## src/rtl/pipe_stage_reg.sv

```systemverilog
// Pipeline stage register: valid/ready handshake, optional 2-entry skid
// buffer (registered in_ready), synchronous flush and starvation counter.
//
// state    | meaning
// ---------+-------------------------------------------------
// ST_EMPTY | no valid item held
// ST_FULL  | main entry valid, skid entry empty
// ST_SKID  | main and skid entries valid, upstream stalled
module pipe_stage_reg #(
  parameter int DATA_W    = 101,
  parameter int CTRL_W    = 5,
  parameter int SKID      = 1,
  parameter int ZERO_DATA = 1,
  parameter int CNT_W     = 8
) (
  input  logic              clk,
  input  logic              reset,
  input  logic              in_valid,
  output logic              in_ready,
  input  logic [DATA_W-1:0] in_data,
  input  logic [CTRL_W-1:0] in_ctrl,
  input  logic              flush,
  output logic              out_valid,
  input  logic              out_ready,
  output logic [DATA_W-1:0] out_data,
  output logic [CTRL_W-1:0] out_ctrl,
  output logic [CNT_W-1:0]  bubble_cnt
);

  localparam logic [1:0] ST_EMPTY = 2'd0;
  localparam logic [1:0] ST_FULL  = 2'd1;
  localparam logic [1:0] ST_SKID  = 2'd2;

  logic [1:0]        state;
  logic [DATA_W-1:0] main_data;
  logic [CTRL_W-1:0] main_ctrl;
  logic              push;
  logic              pop;

  assign out_valid = (state != ST_EMPTY);
  assign out_data  = main_data;
  // A bubble must never carry write enables downstream.
  assign out_ctrl  = out_valid ? main_ctrl : '0;
  assign push      = in_valid & in_ready;
  assign pop       = out_valid & out_ready;

  generate
    if (SKID != 0) begin : g_skid
      logic [DATA_W-1:0] skid_data;
      logic [CTRL_W-1:0] skid_ctrl;
      logic              ready_q;

      // in_ready comes straight from a flop so upstream sees no combinational path.
      assign in_ready = ready_q;

      // Three-state stage control with skid entry; flush drops everything, push included.
      always_ff @(posedge clk) begin
        if (!reset) begin
          state     <= ST_EMPTY;
          main_data <= '0;
          main_ctrl <= '0;
          skid_data <= '0;
          skid_ctrl <= '0;
          ready_q   <= 1'b1;
        end else if (flush) begin
          state     <= ST_EMPTY;
          main_ctrl <= '0;
          skid_ctrl <= '0;
          ready_q   <= 1'b1;
          if (ZERO_DATA != 0) begin
            main_data <= '0;
            skid_data <= '0;
          end
        end else begin
          case (state)
            ST_EMPTY: begin
              if (push) begin
                state     <= ST_FULL;
                main_data <= in_data;
                main_ctrl <= in_ctrl;
              end
            end
            ST_FULL: begin
              if (push && pop) begin
                main_data <= in_data;
                main_ctrl <= in_ctrl;
              end else if (push) begin
                state     <= ST_SKID;
                skid_data <= in_data;
                skid_ctrl <= in_ctrl;
                ready_q   <= 1'b0;
              end else if (pop) begin
                state     <= ST_EMPTY;
                main_ctrl <= '0;
                if (ZERO_DATA != 0) main_data <= '0;
              end
            end
            ST_SKID: begin
              if (pop) begin
                state     <= ST_FULL;
                main_data <= skid_data;
                main_ctrl <= skid_ctrl;
                skid_ctrl <= '0;
                ready_q   <= 1'b1;
                if (ZERO_DATA != 0) skid_data <= '0;
              end
            end
            default: begin
              state     <= ST_EMPTY;
              main_ctrl <= '0;
              skid_ctrl <= '0;
              ready_q   <= 1'b1;
            end
          endcase
        end
      end
    end else begin : g_single
      // Single entry: can accept when empty or when the head leaves this cycle.
      assign in_ready = ~out_valid | out_ready;

      // Two-state stage control; a push always lands in main (with or without a pop).
      always_ff @(posedge clk) begin
        if (!reset) begin
          state     <= ST_EMPTY;
          main_data <= '0;
          main_ctrl <= '0;
        end else if (flush) begin
          state     <= ST_EMPTY;
          main_ctrl <= '0;
          if (ZERO_DATA != 0) main_data <= '0;
        end else if (push) begin
          state     <= ST_FULL;
          main_data <= in_data;
          main_ctrl <= in_ctrl;
        end else if (pop) begin
          state     <= ST_EMPTY;
          main_ctrl <= '0;
          if (ZERO_DATA != 0) main_data <= '0;
        end
      end
    end
  endgenerate

  // Starvation counter: downstream ready but nothing to give; saturates, reset-only clear.
  always_ff @(posedge clk) begin
    if (!reset) begin
      bubble_cnt <= '0;
    end else if (out_ready && !out_valid && (bubble_cnt != {CNT_W{1'b1}})) begin
      bubble_cnt <= bubble_cnt + 1'b1;
    end
  end

endmodule

```

## config.mk

```make
export PLATFORM = sky130hd
export DESIGN_NAME = pipe_stage_reg
export DESIGN_NICKNAME = d
export VERILOG_FILES = /design/src/rtl/pipe_stage_reg.sv
export SDC_FILE = /design/constraint.sdc
export NUM_CORES = 1
export LEC_CHECK = 0
export CAP_MARGIN = 25
export CORE_ASPECT_RATIO = 1.5
export CORE_MARGIN = 5
export CORE_UTILIZATION = 50
export CTS_CLUSTER_SIZE = 14
export DETAILED_ROUTE_END_ITERATION = 8
export DONT_BUFFER_PORTS = 1
export GPL_ROUTABILITY_DRIVEN = 0
export MAX_ROUTING_LAYER = met4
export PLACE_DENSITY_LB_ADDON = 0.2
export SLEW_MARGIN = 5
export SYNTH_ARGS = -nofsm -noshare
export SYNTH_HDL_FRONTEND = slang
export SYNTH_SLANG_ARGS = --single-unit
export TNS_END_PERCENT = 100
```

## constraint.sdc

```tcl
create_clock -name clk -period 2 [get_ports clk]
set_input_delay 0.2 -clock clk [delete_from_list [all_inputs] [get_ports clk]]
set_output_delay 0.2 -clock clk [all_outputs]
set_load 0.05 [all_outputs]
```

**Word-level counts from Yosys, hierarchy flattened**

Index checks and enable logic that the tools add are counted.

- $add $sub $neg: 1
- Equality and inequality tests: 10
- Mux-type cells: 27
- Bitwise gates (word level): 4
- Reduce and logical (&&, ||, !) cells: 14

Operators by type and width:

| cell | number |
|---|---|
| 101-bit 2-to-1 mux | 6 |
| 101-bit one-hot mux with 3 select lines | 1 |
| 101-bit one-hot mux with 2 select lines | 1 |
| 5-bit 2-to-1 mux | 7 |
| 5-bit one-hot mux with 3 select lines | 2 |
| 4-bit AND reduction | 4 |
| 2-bit 2-to-1 mux | 5 |
| 3-bit inequality test (second input constant) | 3 |
| 8-bit by 1-bit adder with 8-bit output (second input constant) | 1 |
| 2-bit inequality test (second input constant) | 4 |
| 8-bit inequality test (second input constant) | 1 |
| 2-bit one-hot mux with 3 select lines | 1 |
| 5-bit AND reduction | 1 |
| 2-bit nonzero test | 2 |
| 1-bit logical AND | 3 |
| 1-bit 2-to-1 mux | 3 |
| 1-bit one-hot mux with 3 select lines | 1 |
| 3-bit nonzero test | 1 |
| 1-bit AND | 2 |
| 2-bit by 1-bit == test with 1-bit output (second input constant) | 1 |
| 2-bit == test (second input constant) | 1 |
| 2-bit logical NOT | 1 |
| 1-bit inverter | 2 |
| 2-bit OR reduction | 1 |
| 1-bit logical NOT | 1 |

- Register bits after elaboration: 223
- Output and inout port bits: 116

**Longest topological paths before layout**

Gate-level depths: netlist (run 1).

- Depth in word-level cells: 6
- Depth in mapped cells: 10
- Gate-level depth less buffers: 6

**Worst setup path before layout (run 1)**

OpenSTA, ideal clock, no wires.

- Path type: reg-to-reg
- Start point: register bubble_cnt[0]
- End point: register bubble_cnt[6]
- Data arrival time: 1993 ps
- Required time: 1928 ps
- Path slack: -64 ps
- Cell stages (with the launch flop): 6
- Cells stage by stage: dfxtp_1 ha_1 nand3_1 or4b_4 or3_1 a21oi_1

- Word-level cells in the longest chain between the ends: 2
- Elaborated cells on any way between the ends: 3
- Classes of those cells: 1 x add/sub; 1 x eq/ne; 1 x reduce/logical

RTL lines:

| item | RTL line | text |
|---|---|---|
| from (decl) | 27 | `output logic [CNT_W-1:0] bubble_cnt` |
| from (signal assigned) | 149 | `bubble_cnt <= bubble_cnt + 1'b1;` |
| branches (longest 2 deep; another with 8-bit by 1-bit adder with 8-bit output) | - |  |

Parallel ways; which one is timed is not known.
A chain may end at the register's enable or synchronous reset.

**Worst setup path in the final report (run 1)**

- Start point: register state[0]
- End point: register g_skid.skid_data[43]

- Word-level cells in the longest chain between the ends: 5
- Elaborated cells on any way between the ends: 11
- Classes of those cells: 5 x eq/ne; 1 x mux; 1 x bitwise; 4 x reduce/logical

RTL lines:

| item | RTL line | text |
|---|---|---|
| from (decl) | 34 | `logic [1:0] state;` |
| from (signal assigned) | 59 | `state <= ST_EMPTY;` |
| from (signal assigned) | 66 | `state <= ST_EMPTY;` |
| from (signal assigned) | 78 | `state <= ST_FULL;` |
| 2-bit nonzero test | 40 | `assign out_valid = (state != ST_EMPTY);` |
| 1-bit AND | 45 | `assign pop = out_valid & out_ready;` |
| 1-bit logical AND | 84 | `if (push && pop) begin` |
| 2-bit inequality test (no source line) | - |  |
| 4-bit AND reduction (no source line) | - |  |
| to (signal assigned) | 89 | `skid_data <= in_data;` |
| to (decl) | 49 | `logic [DATA_W-1:0] skid_data;` |

Parallel ways exist; a longest one is shown, timed or not.

==> flow_metrics.py, run 1 <==
metrics = {
    "finish": {
        "drive_above_1_share_pct": 10.9,
        "antennaDiodeCount": 0,
        "stdcell_count": 1532,
        "final_common_cell": "dfxtp_1",
        "final_nets": 1375,
        "syn_to_final_growth_pct": 26.2,
        "fin_area_sq_um": 12500,
        "fill_cells": 1655,
        "finish.utilization_pct": 63.8,
        "multi_input_area_sq_um": 4910,
        "area.sequential_sq_um": 4470,
        "mostFrequentLayoutCells": "dfxtp_1 (219), nand2_1 (205), a21oi_1 (122)",
    },
    "critical_path": {
        "crit_required_ps": 2430,
        "cp_max_fo": 28,
        "slowest_stage": "dfxtp_4",
        "cp_num_buf_inv": 3,
        "path_class": "register to register",
        "crit_chain": "inv_2 > ha_2 > nand2b_2 > a22oi_2 > buf_4 > clkbuf_16 > nand4b_1 > a21oi_1",
        "crit_path_end_kind": "register",
        "reg2reg_depth": 8,
        "path_delay_family": "buffers and inverters",
        "critical_path_depth": 8,
        "max_stage_delay_ps": 390,
        "startpoint_type": "register",
        "cp_data_arrival_time_ps": 2370,
    },
    "cts": {
        "cts_tree": "yes",
        "cts_sinks": 223,
        "clk_latency_ps": 500,
        "clockRootBuffer": "clkbuf_16",
        "clk_path_buf_depth": 3,
        "cts_max_level": 1,
        "numCtsBuffers": 22,
        "cts.clk_slew.worst_paths_ps": 60,
    },
    "synthesis": {
        "synth-seq-cells": 223,
        "synth_cells": 1190,
        "synth_edf_count": 0,
        "synth_ff_type": "dfxtp_1",
        "yosysSeqAreaShare_pct": 45.0,
        "synth.distinct_cells": 40,
        "syn_nets": 1308,
        "postSynthAreaPerCell_sq_um": 8.34,
        "yosys_warnings": 0,
        "async_reset_ff_share_pct": 0,
        "synth.cell_area_sq_um": 9930,
    },
    "route": {
        "wl_mm": 32.0,
        "first_pass_iters": 5,
        "drt-initial-drc-count": 867,
        "ant_nets": 0,
        "drc": 0,
        "wl_per_cell_um": 20.9,
        "vias_per_cell": 6.30,
        "vias": 9656,
    },
    "grt": {
        "antenna_found_initial": 0,
        "grt_usage_pct": 26.3,
        "grt_pass1_wl_mm": 49.9,
        "grt_pass1_vias": 9553,
        "grt.overflow.total": 0,
        "grt_max_degree": 77,
    },
    "timing": {
        "worst_clock_skew_ps": 12.7,
        "tns_ps": 0,
        "slew_headroom_pct": 60.6,
        "worst_hold_slack_ps": 24.3,
        "finalCritPeriodShare_pct": 97.1,
        "rsz0062_at_grt": "true",
        "fin_crit_ps": 1940,
        "hold_violations": 0,
        "max_freq_mhz": 515,
        "setup_viol": 0,
        "slew_viol_final": 0,
        "tightest_slew_ps": 591,
    },
    "place": {
        "place_inst": 1379,
        "postPlaceCellArea_sq_um": 10500,
        "port_buffers": 0,
        "post-dp-hpwl_mm": 17.9,
    },
    "die": {
        "fp-row-count": 63,
        "ioPinCount": 227,
        "dieHeight_um": 183,
        "die_x_um": 125,
        "core_sq_um": 19600,
        "die-area_sq_um": 22800,
        "start_util_pct": 50.6,
    },
    "flow_run": {
        "maxCapViolCount": 0,
    },
    "hold_path": {
        "hold_class": "input port to register",
        "whs_path_depth": 3,
    },
    "power_and_ir_drop": {
        "vdd_drop_max_mv": 0.837,
        "power_density_nw_per_um2": 916,
        "p_leak_nw": 4.50,
    },
    "status": {
        "status": "complete, no violations",
    },
}
==> cells by family (layout without fill, tap and decap cells) <==
logic type	count (synthesis)	in the layout	synth area share (%)
DFF	223	223	45.0
adders and majority gates	7	7	0.882
and+or+nand+nor	346	346	18.9
xor gates and xnor gates	3	3	0.265
AOI/OAI and AO/OA	459	459	27.7
muxes	6	6	0.605
buffers and inverters	146	228	6.69
==> cells in the mapped netlist (all sizes together), types with 6 or more instances <==
master | instances | area share, %
a21oi | 122 | 6.2
o21ai | 111 | 5.6
nand2 | 205 | 7.8
buf | 60 | 3.4
mux2i | 6 | 0.61
ha | 7 | 0.88
nand4 | 9 | 0.57
a31oi | 102 | 6.4
o31ai | 103 | 7.8
dfxtp | 223 | 45
nor2 | 13 | 0.49
clkbuf | 80 | 3.0
nand4b | 101 | 8.9
==> timing repair <==
action	CTS	global route
hold buffers	106	1
endpoints found under the hold margin	207	1
endpoints found under the setup margin	115	174
pin swaps	0	2
gates cloned	0	3
setup buffers	0	4
gates resized for setup	1	15
==> tightest hold or removal path, stage by stage <==
cell and delay (ps):
a21oi_1 110, nand4_1 110, a21oi_1 60
==> through the flow <==
stage                     power (mW)  setup slack (ps)
after floorplan                 6.26              5.16
after global placement          6.70              37.0
after detailed placement        6.72             -22.3
after CTS                       11.5              7.47
after global routing            11.9             -15.9
final                           11.5              57.7
==> state kept, by name (all words and copies together), names as in the netlist <==
register / count
in_ready: 1
g_skid.skid_ctrl: 5
out_data: 101
state: 2
g_skid.skid_data: 101
bubble_cnt: 8
main_ctrl: 5
==> routing by layer <==
layer | up-vias | global-route usage (%) | wire, um
met2 | 376 | 45.2 | 16100
met4 | 0 | 9.03 | 800
met5 | - | - | 0
met1 | 4675 | 31.1 | 13000
li1 | 4539 | - | -
met3 | 66 | 4.83 | 2120
==> power by group <==
part	internal [mW]	leakage (nW)	switching [mW]
combinational	0.656	2.30	1.01
sequential	4.64	1.81	0.602
clock	2.80	0.391	1.76
total	8.10	4.50	3.37
==> final cells by class <==
type / instances / share of cell area [%]
clock inverter: 8 / 1.14
multi-input combinational: 821 / 39.2
tap: 260 / 2.60
clock buffer: 31 / 5.24
inverter: 6 / 0.210
timing repair buffer: 183 / 15.9
sequential: 223 / 35.7
==> final timing paths <==
kind | startpoint | slack, ps | end
setup / recovery | state[0] | 60 | g_skid.skid_data[43]
hold / removal | out_ready | 20 | g_skid.skid_ctrl[0]
setup reg to reg | state[0] | 60 | g_skid.skid_data[43]
hold reg to reg | g_skid.skid_data[71] | 460 | out_data[71]
(Power assumes the default switching activity.)
==> inputs of run 2 (changes only) <==
- clock period: 2 -> 1.6 ns (I/O delays scaled with it)
==> run 2 against run 1 <==
Critical path depth increased by 1. Die area unchanged. Clock-buffer cell count increased by 2. Routed wire length increased by 30%. Core utilization increased by 15 points. Clock power increased by 14%. Combinational power increased to 2.5 times the previous value. Largest cell class unchanged. Power increased by 34%. Via count increased by 18%. Global-route usage increased by 6.4 points. The flow now finishes with violations (negative setup slack). Clock skew decreased by 4.5 ps. Critical path type unchanged.
==> flow_metrics.py, run 2 (synthesized netlist as in run 1, its figures left out) <==
metrics = {
    "cts": {
        "clk_latency_ps": 510,
        "clk_path_buf_depth": 3,
        "cts_tree": "yes",
        "cts_max_level": 1,
        "cts_sinks": 223,
        "cts.clk_slew.worst_paths_ps": 70,
        "numCtsBuffers": 22,
        "clockRootBuffer": "clkbuf_16",
    },
    "finish": {
        "area.sequential_sq_um": 4470,
        "syn_to_final_growth_pct": 55.9,
        "drive_above_1_share_pct": 27.6,
        "stdcell_count": 1734,
        "mostFrequentLayoutCells": "dfxtp_1 (217), nand2_1 (205), buf_4 (157)",
        "final_common_cell": "dfxtp_1",
        "fill_cells": 1213,
        "final_nets": 1576,
        "multi_input_area_sq_um": 5420,
    },
    "route": {
        "vias": 11400,
        "ant_nets": 0,
        "drc": 0,
        "vias_per_cell": 6.60,
        "first_pass_iters": 6,
        "drt-initial-drc-count": 1262,
        "wl_per_cell_um": 24.1,
        "wl_mm": 41.7,
    },
    "die": {
        "start_util_pct": 50.6,
        "die-area_sq_um": 22800,
        "die_x_um": 125,
        "core_sq_um": 19600,
        "ioPinCount": 227,
        "dieHeight_um": 183,
        "fp-row-count": 63,
    },
    "timing": {
        "worst_hold_slack_ps": 21.8,
        "hold_violations": 0,
        "finalCritPeriodShare_pct": 120,
        "slew_headroom_pct": 63.8,
        "slew_viol_final": 0,
        "rsz0062_at_grt": "true",
        "tightest_slew_ps": 543,
        "fin_ws_ps": -321,
        "max_freq_mhz": 521,
        "fin_crit_ps": 1920,
        "worst_clock_skew_ps": 8.27,
        "setup_viol": 225,
    },
    "critical_path": {
        "crit_required_ps": 2010,
        "startpoint_type": "register",
        "path_class": "register to register",
        "rrSetupSlack_ps": -320,
        "cp_data_arrival_time_ps": 2330,
        "r2r-end": "out_data[94]",
        "worstReg2RegStart": "state[0]",
        "reg2reg_depth": 9,
        "crit_path_end_kind": "register",
        "cp_max_fo": 6,
    },
    "status": {
        "violations": "negative setup slack",
        "status": "complete, but fails checks",
    },
    "power_and_ir_drop": {
        "power_mw": 15.3,
        "p_leak_nw": 5.90,
        "power_density_nw_per_um2": 991,
        "vdd_drop_max_mv": 0.775,
    },
    "grt": {
        "grt.overflow.total": 0,
        "grt_usage_pct": 32.7,
        "grt_max_degree": 61,
        "antenna_found_initial": 1,
        "grt_pass1_wl_mm": 60.0,
        "grt_pass1_vias": 11200,
    },
    "place": {
        "place_inst": 1514,
        "port_buffers": 0,
        "post-dp-hpwl_mm": 20.1,
    },
    "hold_path": {
        "hold_end": "main_ctrl[2]",
        "hold_class": "input port to register",
        "whs_path_depth": 4,
        "holdCritStartpoint": "in_ctrl[2]",
    },
    "flow_run": {
        "maxCapViolCount": 0,
    },
}
-- run 2: cell count changes in the layout (fill, tap and decap cells not counted), moves of 16 or more --
cell     delta
buf_12     +25
buf_4     +108
buf_6      +25
buf_8      +16
o21ai_0    -35
o21ai_1    +23
o31ai_1    -30
o31ai_2    +27
-- run 2: worst max-delay path, cell delays in order (launching register included) --
cell and delay [ps]:
dfxtp_4 370, buf_12 130, ha_4 180, buf_6 120, nor4_4 250, buf_6 170, buf_12 150, buf_12 140
o31ai_1 80, a31oi_1 230
-- run 2: metrics by stage --
step	util (%)	setup TNS, ps	setup slack (ps)	area [sq um]
floorplan	-	-17140	-383	10100
global placement	59.7	-32060	-197	11700
detailed placement	59.7	-37750	-307	11700
CTS	74.6	-31320	-183	14600
global route	78.9	-58760	-383	15500
finish	78.9	-44590	-321	15500
-- run 2: what timing repair did --
action / in CTS / in global routing
pin swaps: 32 / 66
setup endpoints to repair: 220 / 227
hold buffers: 110 / 0
hold endpoints to repair: 212 / 0
setup buffers: 23 / 20
gates resized for setup: 86 / 145
gates cloned: 23 / 16
-- run 2: layer usage --
layer | part of all wire (%) | track usage, % | routed length (um) | vias up
met3 | 8.6 | 5.24 | 3580 | 238
met4 | 6.4 | 14.5 | 2660 | 0
met1 | 34 | 36.3 | 14100 | 5443
li1 | - | - | - | 4960
met2 | 51 | 57.7 | 21400 | 798
met5 | 0 | - | 0 | -
-- run 2: worst max-delay path by stage --
stage | slack [ps] | cells after the start | startpoint | endpoint
3_5_place_dp | -310 | 8 | state[1] | g_skid.skid_data[54]
3_3_place_gp | -200 | 8 | state[1] | out_data[48]
4_1_cts | -180 | 8 | state[0] | g_skid.skid_data[55]
6_report | -320 | 9 | state[0] | out_data[94]
5_1_grt | -380 | 9 | state[0] | out_data[94]
2_1_floorplan | -380 | 7 | state[1] | bubble_cnt[6]
-- run 2: area by class of cell --
cell class / count / share of cell area, %
timing repair buffer: 384 / 29.1
tap: 260 / 2.10
multi-input combinational: 821 / 35.0
clock inverter: 6 / 0.356
clock buffer: 33 / 4.22
sequential: 223 / 28.9
antenna: 1 / 0.0162
inverter: 6 / 0.218
-- run 2: where the power goes --
group          internal (mW)  switching, mW  total [mW]  leakage, nW
registers               5.81          0.152        5.96         1.81
clock network           2.98           2.22        5.20        0.353
logic                   1.78           2.40        4.18         3.73
total                   10.6           4.77        15.3         5.90
==> inputs of run 3 (changes only) <==
- ABC_AREA: not set -> 1
==> run 3 against run 2 <==
The flow still finishes with violations (negative setup slack). Sequential power rose by 5.4%. Clock power barely moved. Cell count rose by 30%.
==> flow_metrics.py, run 3 <==
metrics = {
    "synthesis": {
        "synth_commonest_cells": "nand2_1 (574), nor2_1 (531), dfxtp_1 (223)",
        "synth_top_area_share_pct": 42.5,
        "synth-seq-cells": 223,
        "synth_area_leaders": "dfxtp_1 (43%), nand2_1 (21%), nor2_1 (19%)",
        "synth_cells": 1713,
        "synth_ff_type": "dfxtp_1",
        "yosys_warnings": 0,
        "synth_edf_count": 0,
        "async_reset_ff_share_pct": 0,
        "synth.distinct_cells": 28,
        "yosysMostFrequentCell": "nand2_1",
        "synth_area_leader_cell": "dfxtp_1",
        "synth.cell_area_sq_um": 10500,
        "yosysSeqAreaShare_pct": 42.5,
        "postSynthAreaPerCell_sq_um": 6.13,
        "syn_nets": 1831,
    },
    "timing": {
        "slew_viol_final": 0,
        "tns_ps": -32210,
        "setup_viol": 212,
        "finalCritPeriodShare_pct": 114,
        "rsz0062_at_grt": "true",
        "hold_violations": 0,
        "worst_hold_slack_ps": 26.0,
        "tightest_slew_ps": 531,
        "fin_ws_ps": -223,
        "worst_clock_skew_ps": 10.5,
        "max_freq_mhz": 549,
        "fin_crit_ps": 1820,
        "slew_headroom_pct": 64.6,
    },
    "die": {
        "fp-row-count": 65,
        "dieHeight_um": 187,
        "start_util_pct": 50.2,
        "die-area_sq_um": 24000,
        "core_sq_um": 20900,
        "ioPinCount": 227,
        "die_x_um": 128,
    },
    "cts": {
        "clk_latency_ps": 520,
        "cts_sinks": 223,
        "cts_max_level": 1,
        "cts_tree": "yes",
        "cts.clk_slew.worst_paths_ps": 70,
        "clk_path_buf_depth": 3,
        "clockRootBuffer": "clkbuf_16",
        "numCtsBuffers": 23,
    },
    "critical_path": {
        "startpoint_type": "register",
        "crit_required_ps": 2020,
        "slowest_stage": "dfxtp_4",
        "crit_chain": "inv_6 > ha_4 > inv_4 > nand2_4 > nand2_4 > nand2_4 > nor3_4 > buf_6 > buf_12 > clkbuf_16 > nand2_1 > nand2_1 > nor2_1",
        "max_stage_delay_ps": 380,
        "crit_path_frequent_cell": "nand2_4",
        "path_class": "register to register",
        "cp_num_buf_inv": 5,
        "cp_data_arrival_time_ps": 2240,
        "cp_max_fo": 17,
        "crit_path_end_kind": "register",
        "path_delay_family": "buffers and inverters",
    },
    "finish": {
        "mostFrequentLayoutCells": "nand2_1 (492), nor2_1 (478), dfxtp_1 (218)",
        "fill_cells": 1580,
        "stdcell_count": 2254,
        "fin_area_sq_um": 15400,
        "syn_to_final_growth_pct": 47.1,
        "final_nets": 2084,
        "drive_above_1_share_pct": 21.5,
        "final_common_cell": "nand2_1",
        "finish.utilization_pct": 73.9,
    },
    "place": {
        "post-dp-hpwl_mm": 18.7,
        "port_buffers": 0,
        "pre_cts_slack_ps": -205,
        "postPlaceCellArea_sq_um": 12000,
        "place_inst": 2059,
    },
    "power_and_ir_drop": {
        "swShare_pct": 36.0,
        "power_mw": 18.6,
        "power_frac_comb_pct": 38.6,
        "p_clk_share_pct": 27.8,
        "p_sw_mw": 6.71,
        "seqPwrFrac_pct": 33.7,
        "vdd_drop_max_mv": 1.01,
        "internal_power_mw": 11.9,
        "p_leak_nw": 7.22,
        "power_density_nw_per_um2": 1210,
    },
    "route": {
        "first_pass_iters": 5,
        "wl_per_cell_um": 15.1,
        "vias_per_cell": 4.97,
        "drc": 0,
        "ant_nets": 0,
        "wl_mm": 34.1,
        "drt-initial-drc-count": 684,
        "vias": 11200,
    },
    "hold_path": {
        "hold_class": "input port to register",
    },
    "grt": {
        "grt.overflow.total": 0,
        "grt_pass1_vias": 10400,
        "grt_max_degree": 58,
        "grt_pass1_wl_mm": 49.3,
        "antenna_found_initial": 5,
        "grt_usage_pct": 24.9,
    },
    "flow_run": {
        "maxCapViolCount": 0,
    },
    "status": {
        "status": "complete, but fails checks",
        "violations": "negative setup slack",
    },
}
[run 3: changes by cell type after synthesis, sizes merged, moves of 5 or more]
cell / before / now
nor2: 13 / 534
nand2: 205 / 577
inv: 5 / 125
a21oi: 122 / 9
o31ai: 103 / 0
a31oi: 102 / 1
nand4b: 101 / 0
clkbuf: 80 / 40
nand3: 2 / 18
nand4: 9 / 1
o21ai: 111 / 104
mux2i: 6 / 0
a211oi: 5 / 0
nor2b: 5 / 0
[run 3: final timing paths]
path | startpoint | endpoint | slack, ps | cells past startpoint
setup / recovery | state[0] | g_skid.skid_data[41] | -220 | 13
hold / removal | out_ready | bubble_cnt[0] | 30 | 4
setup reg to reg | state[0] | g_skid.skid_data[41] | -220 | 13
hold reg to reg | g_skid.skid_data[94] | g_skid.skid_data[94] | 470 | 2
[run 3: final cells by class]
type	count	area, sq um	area share [%]
Antenna cell	6	15.0	0.0972
Tap cell	268	335	2.17
Inverter	126	502	3.25
Clock inverter	4	23.8	0.154
Clock buffer	35	691	4.47
Multi-Input combinational cell	1261	5670	36.7
Sequential cell	223	4480	29.0
Timing Repair Buffer	331	3730	24.2
[run 3: logic make-up after synthesis]
group | count (synthesis) | synth area share (%)
AOI/OAI and AO/OA | 116 | 5.63
DFF | 223 | 42.5
xor gates and xnor gates | 3 | 0.250
buffers and inverters | 229 | 9.55
and+or+nand+nor | 1135 | 41.2
adders and majority gates | 7 | 0.834
[run 3: worst register-to-register path: cells and delay by family, from the launching register on]
kind,cells,cell delay (ps)
buffers and inverters,5,610
and+or+nand+nor,7,570
DFF,1,380
adders and majority gates,1,170
[run 3: power by group through the flow]
stage / combinational (mW) / sequential (mW) / clock, mW
final: 7.19 / 6.28 / 5.18
after CTS: 5.94 / 6.26 / 5.30
after detailed placement: 5.14 / 6.38 / 0
after global placement: 5.09 / 6.36 / 0
after global routing: 7.73 / 6.32 / 5.55
after floorplan: 2.88 / 7.30 / 0
[run 3: what timing repair did]
item                                    in CTS  in global routing
hold endpoints to repair                   223                  0
hold buffers                               109                  0
buffers inserted                             9                 12
cloned                                       6                 21
pin swaps                                    5                 64
endpoints found under the setup margin     216                223
resized for setup                           54                231
[run 3: routing by layer]
layer | up-vias | track usage [%] | share of wire [%]
li1 | 5633 | - | -
met1 | 5169 | 28.6 | 39
met2 | 340 | 43.7 | 53
met3 | 63 | 4.23 | 6.2
met4 | 0 | 7.92 | 2.6
met5 | - | - | 0
